==> src/rtl/serial_alu_seq.sv <==
// Bit-serial add/subtract sequencer driving one external 1-bit full adder, LSB first.
// Optional signed-overflow flag and OVF port: define OVF_FLAG_EN.
module serial_alu_seq #(
  parameter int WIDTH = 8
) (
  input  logic             CLK,
  input  logic             RST,
  input  logic             START,
  input  logic             SUB,
  input  logic [WIDTH-1:0] A,
  input  logic [WIDTH-1:0] B,
  output logic             FA_A,
  output logic             FA_B,
  output logic             FA_CIN,
  input  logic             FA_S,
  input  logic             FA_COUT,
  output logic             BUSY,
  output logic             DONE,
  output logic [WIDTH-1:0] RESULT,
`ifdef OVF_FLAG_EN
  output logic             OVF,
`endif
  output logic             COUT
);
  localparam int CW = (WIDTH > 1) ? $clog2(WIDTH) : 1;

  typedef enum logic [1:0] {S_IDLE, S_RUN, S_FIN} state_t;

  state_t           state_q, state_d;
  logic [CW-1:0]    cnt_q, cnt_d;
  logic [WIDTH-1:0] opa_q, opa_d;
  logic [WIDTH-1:0] opb_q, opb_d;
  logic [WIDTH-1:0] result_q, result_d;
  logic             carry_q, carry_d;
  logic             cout_q, cout_d;
  logic             accept, last_bit;
`ifdef OVF_FLAG_EN
  logic             ovf_q, ovf_d;
`endif

  assign accept   = (state_q == S_IDLE) && START;
  assign last_bit = (state_q == S_RUN) && (cnt_q == CW'(WIDTH - 1));

  always_ff @(posedge CLK) begin
    if (RST) begin
      state_q  <= S_IDLE;
      cnt_q    <= '0;
      opa_q    <= '0;
      opb_q    <= '0;
      result_q <= '0;
      carry_q  <= 1'b0;
      cout_q   <= 1'b0;
`ifdef OVF_FLAG_EN
      ovf_q    <= 1'b0;
`endif
    end else begin
      state_q  <= state_d;
      cnt_q    <= cnt_d;
      opa_q    <= opa_d;
      opb_q    <= opb_d;
      result_q <= result_d;
      carry_q  <= carry_d;
      cout_q   <= cout_d;
`ifdef OVF_FLAG_EN
      ovf_q    <= ovf_d;
`endif
    end
  end

  always_comb begin
    state_d = state_q;
    case (state_q)
      S_IDLE:  if (START) state_d = S_RUN;
      S_RUN:   if (last_bit) state_d = S_FIN;
      S_FIN:   state_d = S_IDLE;
      default: state_d = S_IDLE;
    endcase
  end

  always_comb begin
    BUSY   = (state_q == S_RUN);
    DONE   = (state_q == S_FIN);
    FA_A   = 1'b0;
    FA_B   = 1'b0;
    FA_CIN = 1'b0;
    if (state_q == S_RUN) begin
      FA_A   = opa_q[0];
      FA_B   = opb_q[0];
      FA_CIN = carry_q;
    end
  end

  // Subtraction is A + ~B + 1: B is inverted on load and the carry seeded with SUB.
  always_comb begin
    cnt_d    = cnt_q;
    opa_d    = opa_q;
    opb_d    = opb_q;
    result_d = result_q;
    carry_d  = carry_q;
    cout_d   = cout_q;
`ifdef OVF_FLAG_EN
    ovf_d    = ovf_q;
`endif
    if (accept) begin
      opa_d   = A;
      opb_d   = SUB ? ~B : B;
      carry_d = SUB;
      cnt_d   = '0;
    end else if (state_q == S_RUN) begin
      carry_d  = FA_COUT;
      opa_d    = opa_q >> 1;
      opb_d    = opb_q >> 1;
      result_d = {FA_S, result_q[WIDTH-1:1]};
      cnt_d    = cnt_q + 1'b1;
      if (last_bit) begin
        cout_d = FA_COUT;
`ifdef OVF_FLAG_EN
        ovf_d  = carry_q ^ FA_COUT;
`endif
      end
    end
  end

  assign RESULT = result_q;
  assign COUT   = cout_q;
`ifdef OVF_FLAG_EN
  assign OVF    = ovf_q;
`endif
endmodule
==> config.mk <==
export PLATFORM = sky130hd
export DESIGN_NAME = serial_alu_seq
export DESIGN_NICKNAME = d
export VERILOG_FILES = /design/src/rtl/serial_alu_seq.sv
export SDC_FILE = /design/constraint.sdc
export NUM_CORES = 1
export LEC_CHECK = 0
export CELL_PAD_IN_SITES_DETAIL_PLACEMENT = 0
export CELL_PAD_IN_SITES_GLOBAL_PLACEMENT = 1
export CORE_UTILIZATION = 30
export CTS_BUF_LIST = sky130_fd_sc_hd__clkbuf_16
export DETAILED_ROUTE_END_ITERATION = 8
export PLACE_DENSITY_LB_ADDON = 0.1
export SLEW_MARGIN = 25
export SYNTH_ARGS = -nofsm -noshare
export SYNTH_HDL_FRONTEND = slang
export SYNTH_SLANG_ARGS = --single-unit
==> constraint.sdc <==
create_clock -name CLK -period 1.49 [get_ports CLK]
set_input_delay 0.3725 -clock CLK [delete_from_list [all_inputs] [get_ports CLK]]
set_output_delay 0.3725 -clock CLK [all_outputs]
set_load 0.005 [all_outputs]
==> results.py, run 1 <==
metrics = {
    "synthesis": {
        "synthMuxAreaShare_pct": 9.84,
        "synth_area_leaders": "dfxtp_1 44%, mux2i_1 9.8%, xor2_1 4.9%",
        "yosysSeqAreaShare_pct": 43.6,
        "synth_xor_area_share_pct": 5.54,
        "synth-simple-area-share_pct": 17.4,
        "syn_area_per_cell_um2": 9.49,
        "yosysTopAreaCell": "dfxtp_1",
        "synth_area_um2": 1420,
        "synth_top_family_by_area": "simple AND/OR/NAND/NOR gates",
        "syn-num-nets": 174,
        "synth_fa_ha_area_share_pct": 1.76,
        "yosys_warnings": 0,
        "synth_cells": 150,
        "synth_seq_cells": 31,
        "synth_compound_area_share_pct": 15.2,
        "synth_top_cell_area_share_pct": 43.6,
        "synth_cell_types": 31,
    },
    "pwr": {
        "power.density_nw_per_um2": 1040,
        "vdd_drop_max_uv": 539,
        "p_leak_nw": 0.946,
        "power.total_mw": 2.19,
    },
    "drt": {
        "first_pass_iters": 6,
        "drc": 4,
        "drt_wl_total_mm": 3.18,
        "drt-wirelength-per-cell_um": 12.5,
        "vias": 1194,
        "drtAntennaViolNets": 0,
        "drt_iter0_drc": 32,
        "via_per_inst": 4.70,
    },
    "hold_path": {
        "min_path_cells": 2,
        "hp-class": "flip-flop to flip-flop",
    },
    "grt": {
        "grt_max_degree": 15,
        "antenna_found_initial": 0,
        "grt_pass1_vias": 1185,
        "overflow": 0,
        "grt_pass1_wl_mm": 5.33,
        "grtUsageTotal_pct": 13.8,
    },
    "floorplan": {
        "row_count": 24,
        "pin_count": 36,
        "die_y_um": 70.9,
        "start_util_pct": 32.0,
        "die_w_um": 70.9,
        "coreArea_um2": 4440,
        "die_area_um2": 5030,
    },
    "worst_setup_path": {
        "start_kind": "flip-flop",
        "cp-end-kind": "output port",
        "reg2reg_slack_ns": 0.17,
        "cp-startpoint": "state_q[0]$_SDFFE_PP0P_",
        "crit_fanout": 3,
        "path_class": "flip-flop to output port",
        "timing.rr.end": "opb_q[2]$_SDFFE_PP0P_",
        "reg2reg_depth": 4,
        "cp_data_arrival_time_ns": 1.22,
        "setup.worst_path.end": "FA_CIN",
        "timing.rr.start": "state_q[1]$_SDFFE_PP0P_",
        "cp.required_ns": 1.12,
    },
    "sta": {
        "fin_crit_sh_pct": 107,
        "rsz0062_at_grt": "true",
        "finalWorstSetupSlack_ns": -0.101,
        "finalCriticalPeriod_ns": 1.59,
        "relSlewSlack_pct": 83.7,
        "hold_viol": 0,
        "finalSetupViolations": 5,
        "max_freq_mhz": 628,
        "max_slew.worst_pin.slew_ns": 0.244,
        "clock_skew_ns": 0.00865,
        "slew_viol_final": 0,
    },
    "clocking": {
        "cts.path.max_buffers": 2,
        "cts-root-buf": "clkbuf_16",
        "htree_levels": 2,
        "holdBufCountCts": 0,
        "cts.sinks": 31,
        "cts_buffers": 5,
        "cts.clk_slew.worst_paths_ns": 0.05,
        "cts_tree": "done",
        "clkLatencyLatePin_ns": 0.27,
    },
    "placed_design": {
        "gp_congestion": 0.757,
        "post-dp-hpwl_mm": 2.30,
        "placed_area_um2": 1920,
        "post-place-ws_ns": -0.213,
        "io_buffers": 35,
        "placed_cells": 242,
    },
    "final_layout": {
        "fillers": 426,
        "area_delta_synth_final_pct": 48.2,
        "post-route-util_pct": 47.5,
        "multi_input_area_um2": 713,
        "register_area_um2": 626,
        "drive_gt1_share_pct": 20.8,
        "fin_area_um2": 2110,
        "antennaDiodeCount": 0,
        "fin_nets": 225,
        "fin_cells": 254,
    },
    "flow_run": {
        "cap_viol_max_count": 0,
    },
    "status": {
        "violations": "design-rule violations, negative setup slack",
        "outcome": "finished with violations",
    },
}
[repair_timing]
| item | CTS | global route |
|---|---|---|
| gates cloned | 0 | 0 |
| endpoints found under the hold margin | 0 | 0 |
| buffers inserted | 3 | 1 |
| pin swaps | 3 | 0 |
| endpoints found under the setup margin | 13 | 13 |
| resized for setup | 34 | 4 |
[worst min path at each step]
stage | start | endpoint | slack [ns]
2_1_floorplan | COUT$_SDFFE_PP0P_ | COUT$_SDFFE_PP0P_ | 0.45
5_1_grt | RESULT[0]$_SDFFE_PP0P_ | RESULT[0]$_SDFFE_PP0P_ | 0.48
3_3_place_gp | RESULT[0]$_SDFFE_PP0P_ | RESULT[0]$_SDFFE_PP0P_ | 0.44
3_5_place_dp | RESULT[0]$_SDFFE_PP0P_ | RESULT[0]$_SDFFE_PP0P_ | 0.45
6_report | RESULT[0]$_SDFFE_PP0P_ | RESULT[0]$_SDFFE_PP0P_ | 0.45
4_1_cts | RESULT[0]$_SDFFE_PP0P_ | RESULT[0]$_SDFFE_PP0P_ | 0.46
[routing by layer]
metal / vias up / part of all wire, % / GRT usage, %
met5: - / 0 / 0
met4: 0 / 1.4 / 6.67
met3: 5 / 5.9 / 4.13
met2: 35 / 48 / 23.7
met1: 531 / 44 / 15.5
li1: 623 / - / -
[cell usage in the layout, fill, tap and decap left out, drive strengths merged]
| cell | count |
|---|---|
| a211oi | 8 |
| a21oi | 10 |
| xnor2 | 1 |
| o22ai | 4 |
| o21bai | 1 |
| nand2b | 6 |
| dfxtp | 31 |
| ha | 2 |
| dlymetal6s2s | 4 |
| clkinv | 2 |
| or2b | 3 |
| clkbuf | 5 |
| nand3 | 1 |
| clkdlybuf4s50 | 21 |
| o21ba | 1 |
| and2 | 3 |
| nand3b | 1 |
| nor3 | 3 |
| xor2 | 8 |
| and2b | 2 |
| dlygate4sd2 | 6 |
| nand2 | 17 |
| o32ai | 3 |
| inv | 3 |
| buf | 24 |
| nor3b | 1 |
| nor2 | 12 |
| mux2i | 14 |
| a22oi | 5 |
[worst max-delay path, cell delays in order, from the launching register on]
cell	delay, ns
dfxtp_2	0.31
or2b_1	0.24
inv_2	0.08
buf_6	0.10
and2_4	0.13
buf_6	0.08
[report_power, final]
part | total (mW) | leakage, nW | switching, mW | internal, mW
clock network | 0.932 | 0.0701 | 0.333 | 0.599
registers | 0.900 | 0.255 | 0.0226 | 0.877
logic | 0.354 | 0.621 | 0.149 | 0.205
total | 2.19 | 0.946 | 0.505 | 1.68
[cell type report]
| cell class | instances | area share (%) |
|---|---|---|
| multi-input combinational | 106 | 33.8 |
| sequential | 31 | 29.6 |
| timing repair buffer | 55 | 26.7 |
| clock buffer | 5 | 5.93 |
| tap | 52 | 3.08 |
| clock inverter | 3 | 0.533 |
| inverter | 2 | 0.356 |
[state kept, by name, summed over array words and instances (netlist names)]
register and cells:
COUT 1, RESULT 8, carry_q 1, cnt_q 3
opa_q 8, opb_q 8, state_q 2
[kinds of logic (layout without fill, tap and decap cells)]
| family | count (synthesis) | in the layout |
|---|---|---|
| flops | 31 | 31 |
| buf+inv | 13 | 65 |
| fa+ha+maj | 2 | 2 |
| compound gates | 32 | 32 |
| mux | 14 | 14 |
| xor+xnor | 9 | 9 |
| simple gates | 49 | 49 |
[cells in the mapped netlist (all sizes together)]
| library cell | count |
|---|---|
| nand2b | 6 |
| nand3 | 1 |
| clkbuf | 2 |
| a211oi | 8 |
| dfxtp | 31 |
| o22ai | 4 |
| nand3b | 1 |
| o21ba | 1 |
| buf | 9 |
| xor2 | 8 |
| a21oi | 10 |
| or2b | 3 |
| nor2 | 12 |
| a22oi | 5 |
| and2b | 2 |
| nor3 | 3 |
| inv | 2 |
| o21bai | 1 |
| and2 | 3 |
| nand2 | 17 |
| xnor2 | 1 |
| nor3b | 1 |
| ha | 2 |
| o32ai | 3 |
| mux2i | 14 |
[metrics by stage]
| step | hold slack [ns] | setup TNS [ns] |
|---|---|---|
| 6_report | 0.452 | -0.430 |
| 5_1_grt | 0.479 | -0.729 |
| 3_3_place_gp | 0.440 | -3.80 |
| 3_5_place_dp | 0.455 | -4.13 |
| 2_1_floorplan | 0.453 | 0 |
| 4_1_cts | 0.462 | -0.471 |
(Power assumes the default switching activity.)
==> run 2: changes to the inputs <==
Settings changed: RECOVER_POWER set to 25.
==> results.py, run 2 (synthesized netlist as in run 1, its figures left out) <==
metrics = {
    "clocking": {
        "cts.path.max_buffers": 2,
        "cts-root-buf": "clkbuf_16",
        "holdBufCountCts": 0,
        "cts.sinks": 31,
        "clkLatencyLatePin_ns": 0.27,
        "cts.clk_slew.worst_paths_ns": 0.05,
        "cts_tree": "done",
        "htree_levels": 2,
        "cts_buffers": 5,
    },
    "worst_setup_path": {
        "path_cells": "or2b_1, inv_2, buf_6, and2_4, buf_6",
        "start_kind": "flip-flop",
        "cp-startpoint": "state_q[0]$_SDFFE_PP0P_",
        "cp_common_cell": "buf_6",
        "timing.rr.end": "opb_q[2]$_SDFFE_PP0P_",
        "cp_num_buf_inv": 3,
        "timing.rr.start": "state_q[1]$_SDFFE_PP0P_",
        "setup.worst_path.end": "FA_CIN",
        "reg2reg_depth": 4,
        "slowest_delay_ns": 0.31,
        "cp_data_arrival_time_ns": 1.22,
        "critPathTopFamily": "simple AND/OR/NAND/NOR gates",
        "path_class": "flip-flop to output port",
        "cpMaxStageDelayCell": "dfxtp_2",
        "worstSetupPathDepth": 5,
        "crit_fanout": 3,
        "cp-end-kind": "output port",
        "reg2reg_slack_ns": 0.16,
        "cp.required_ns": 1.12,
    },
    "sta": {
        "max_slew.worst_pin.slew_ns": 0.242,
        "rsz0062_at_grt": "true",
        "finalCriticalPeriod_ns": 1.59,
        "finalWorstSetupSlack_ns": -0.101,
        "fin_crit_sh_pct": 107,
        "max_freq_mhz": 629,
        "whs_ns": 0.460,
        "finalSetupViolations": 5,
        "relSlewSlack_pct": 83.8,
        "hold_viol": 0,
        "finalSetupTns_ns": -0.432,
        "clock_skew_ns": 0.00873,
        "slew_viol_final": 0,
    },
    "floorplan": {
        "die_w_um": 70.9,
        "die_y_um": 70.9,
        "pin_count": 36,
        "start_util_pct": 32.0,
        "row_count": 24,
        "die_area_um2": 5030,
        "coreArea_um2": 4440,
    },
    "final_layout": {
        "fin_area_um2": 2090,
        "layout_commonest_cell": "dfxtp_1",
        "drive_gt1_share_pct": 19.3,
        "fin_cells": 254,
        "fillers": 433,
        "fin_nets": 225,
        "post-route-util_pct": 47.0,
        "area_delta_synth_final_pct": 46.6,
        "register_area_um2": 622,
        "antennaDiodeCount": 0,
        "multi_input_area_um2": 713,
        "final_cell_mix": "30 x dfxtp_1, 20 x clkdlybuf4s50_1, 17 x nand2_1, 14 x mux2i_1",
    },
    "drt": {
        "drt_wl_total_mm": 3.16,
        "vias": 1185,
        "first_pass_iters": 6,
        "drt_iter0_drc": 30,
        "drt-wirelength-per-cell_um": 12.4,
        "via_per_inst": 4.67,
        "drtAntennaViolNets": 0,
        "drc": 0,
    },
    "placed_design": {
        "post-place-ws_ns": -0.213,
        "io_buffers": 35,
        "post-dp-hpwl_mm": 2.30,
        "placed_area_um2": 1920,
        "gp_congestion": 0.757,
        "placed_cells": 242,
    },
    "grt": {
        "overflow": 0,
        "antenna_found_initial": 0,
        "grt_pass1_vias": 1185,
        "grtUsageTotal_pct": 13.8,
        "grt_pass1_wl_mm": 5.33,
        "grt_max_degree": 15,
    },
    "hold_path": {
        "hp-class": "flip-flop to flip-flop",
    },
    "pwr": {
        "power.total_mw": 2.18,
        "power.density_nw_per_um2": 1040,
        "p_leak_nw": 0.920,
        "vdd_drop_max_uv": 536,
    },
    "status": {
        "violations": "negative setup slack",
        "outcome": "finished with violations",
    },
    "flow_run": {
        "cap_viol_max_count": 0,
    },
}
==> run 2: cell types whose count changed in the layout (fill, tap and decap cells not counted), sizes merged <==
cell	delta
dlymetal6s2s	-1
clkdlybuf4s25	+1
buf	-2
clkbuf	+2
clkdlybuf4s50	-1
dlygate4sd3	+1
==> run 2: worst min-delay path by stage <==
stage,start,to,slack (ns),cells past startpoint
after global placement,RESULT[0]$_SDFFE_PP0P_,RESULT[0]$_SDFFE_PP0P_,0.44,2
after detailed placement,RESULT[0]$_SDFFE_PP0P_,RESULT[0]$_SDFFE_PP0P_,0.45,2
after floorplan,COUT$_SDFFE_PP0P_,COUT$_SDFFE_PP0P_,0.45,2
after global routing,COUT$_SDFFE_PP0P_,COUT$_SDFFE_PP0P_,0.49,2
final,RESULT[0]$_SDFFE_PP0P_,RESULT[0]$_SDFFE_PP0P_,0.46,2
after CTS,RESULT[0]$_SDFFE_PP0P_,RESULT[0]$_SDFFE_PP0P_,0.46,2
==> run 2: tightest hold or removal path, cell delays in order (launching register included) <==
cell and delay, ns:
dfxtp_1 0.30, nand2_1 0.05, a21oi_1 0.06
==> run 2: metal layers <==
| layer | global-route usage, % | up-vias | share of wire (%) |
|---|---|---|---|
| li1 | - | 623 | - |
| met4 | 6.67 | 0 | 1.5 |
| met2 | 23.7 | 29 | 48 |
| met5 | 0 | - | 0 |
| met3 | 4.13 | 5 | 5.0 |
| met1 | 15.5 | 528 | 45 |
==> run 2: where the power goes <==
part	switching (mW)	internal, mW	total (mW)
clock	0.332	0.599	0.931
sequential	0.0228	0.877	0.900
combinational	0.149	0.199	0.348
==> run 2: cell type report <==
| type | instances | area share [%] |
|---|---|---|
| Clock buffer | 5 | 6.00 |
| Clock inverter | 3 | 0.540 |
| Inverter | 2 | 0.360 |
| Multi-Input combinational cell | 106 | 34.2 |
| Sequential cell | 31 | 29.8 |
| Tap cell | 52 | 3.12 |
| Timing Repair Buffer | 55 | 26.0 |
==> run 2: repair_timing <==
action / CTS / global route
endpoints found under the setup margin: 13 / 13
gates resized for setup: 34 / 4
hold endpoints to repair: 0 / 0
setup buffers: 3 / 1
pin swaps: 3 / 0
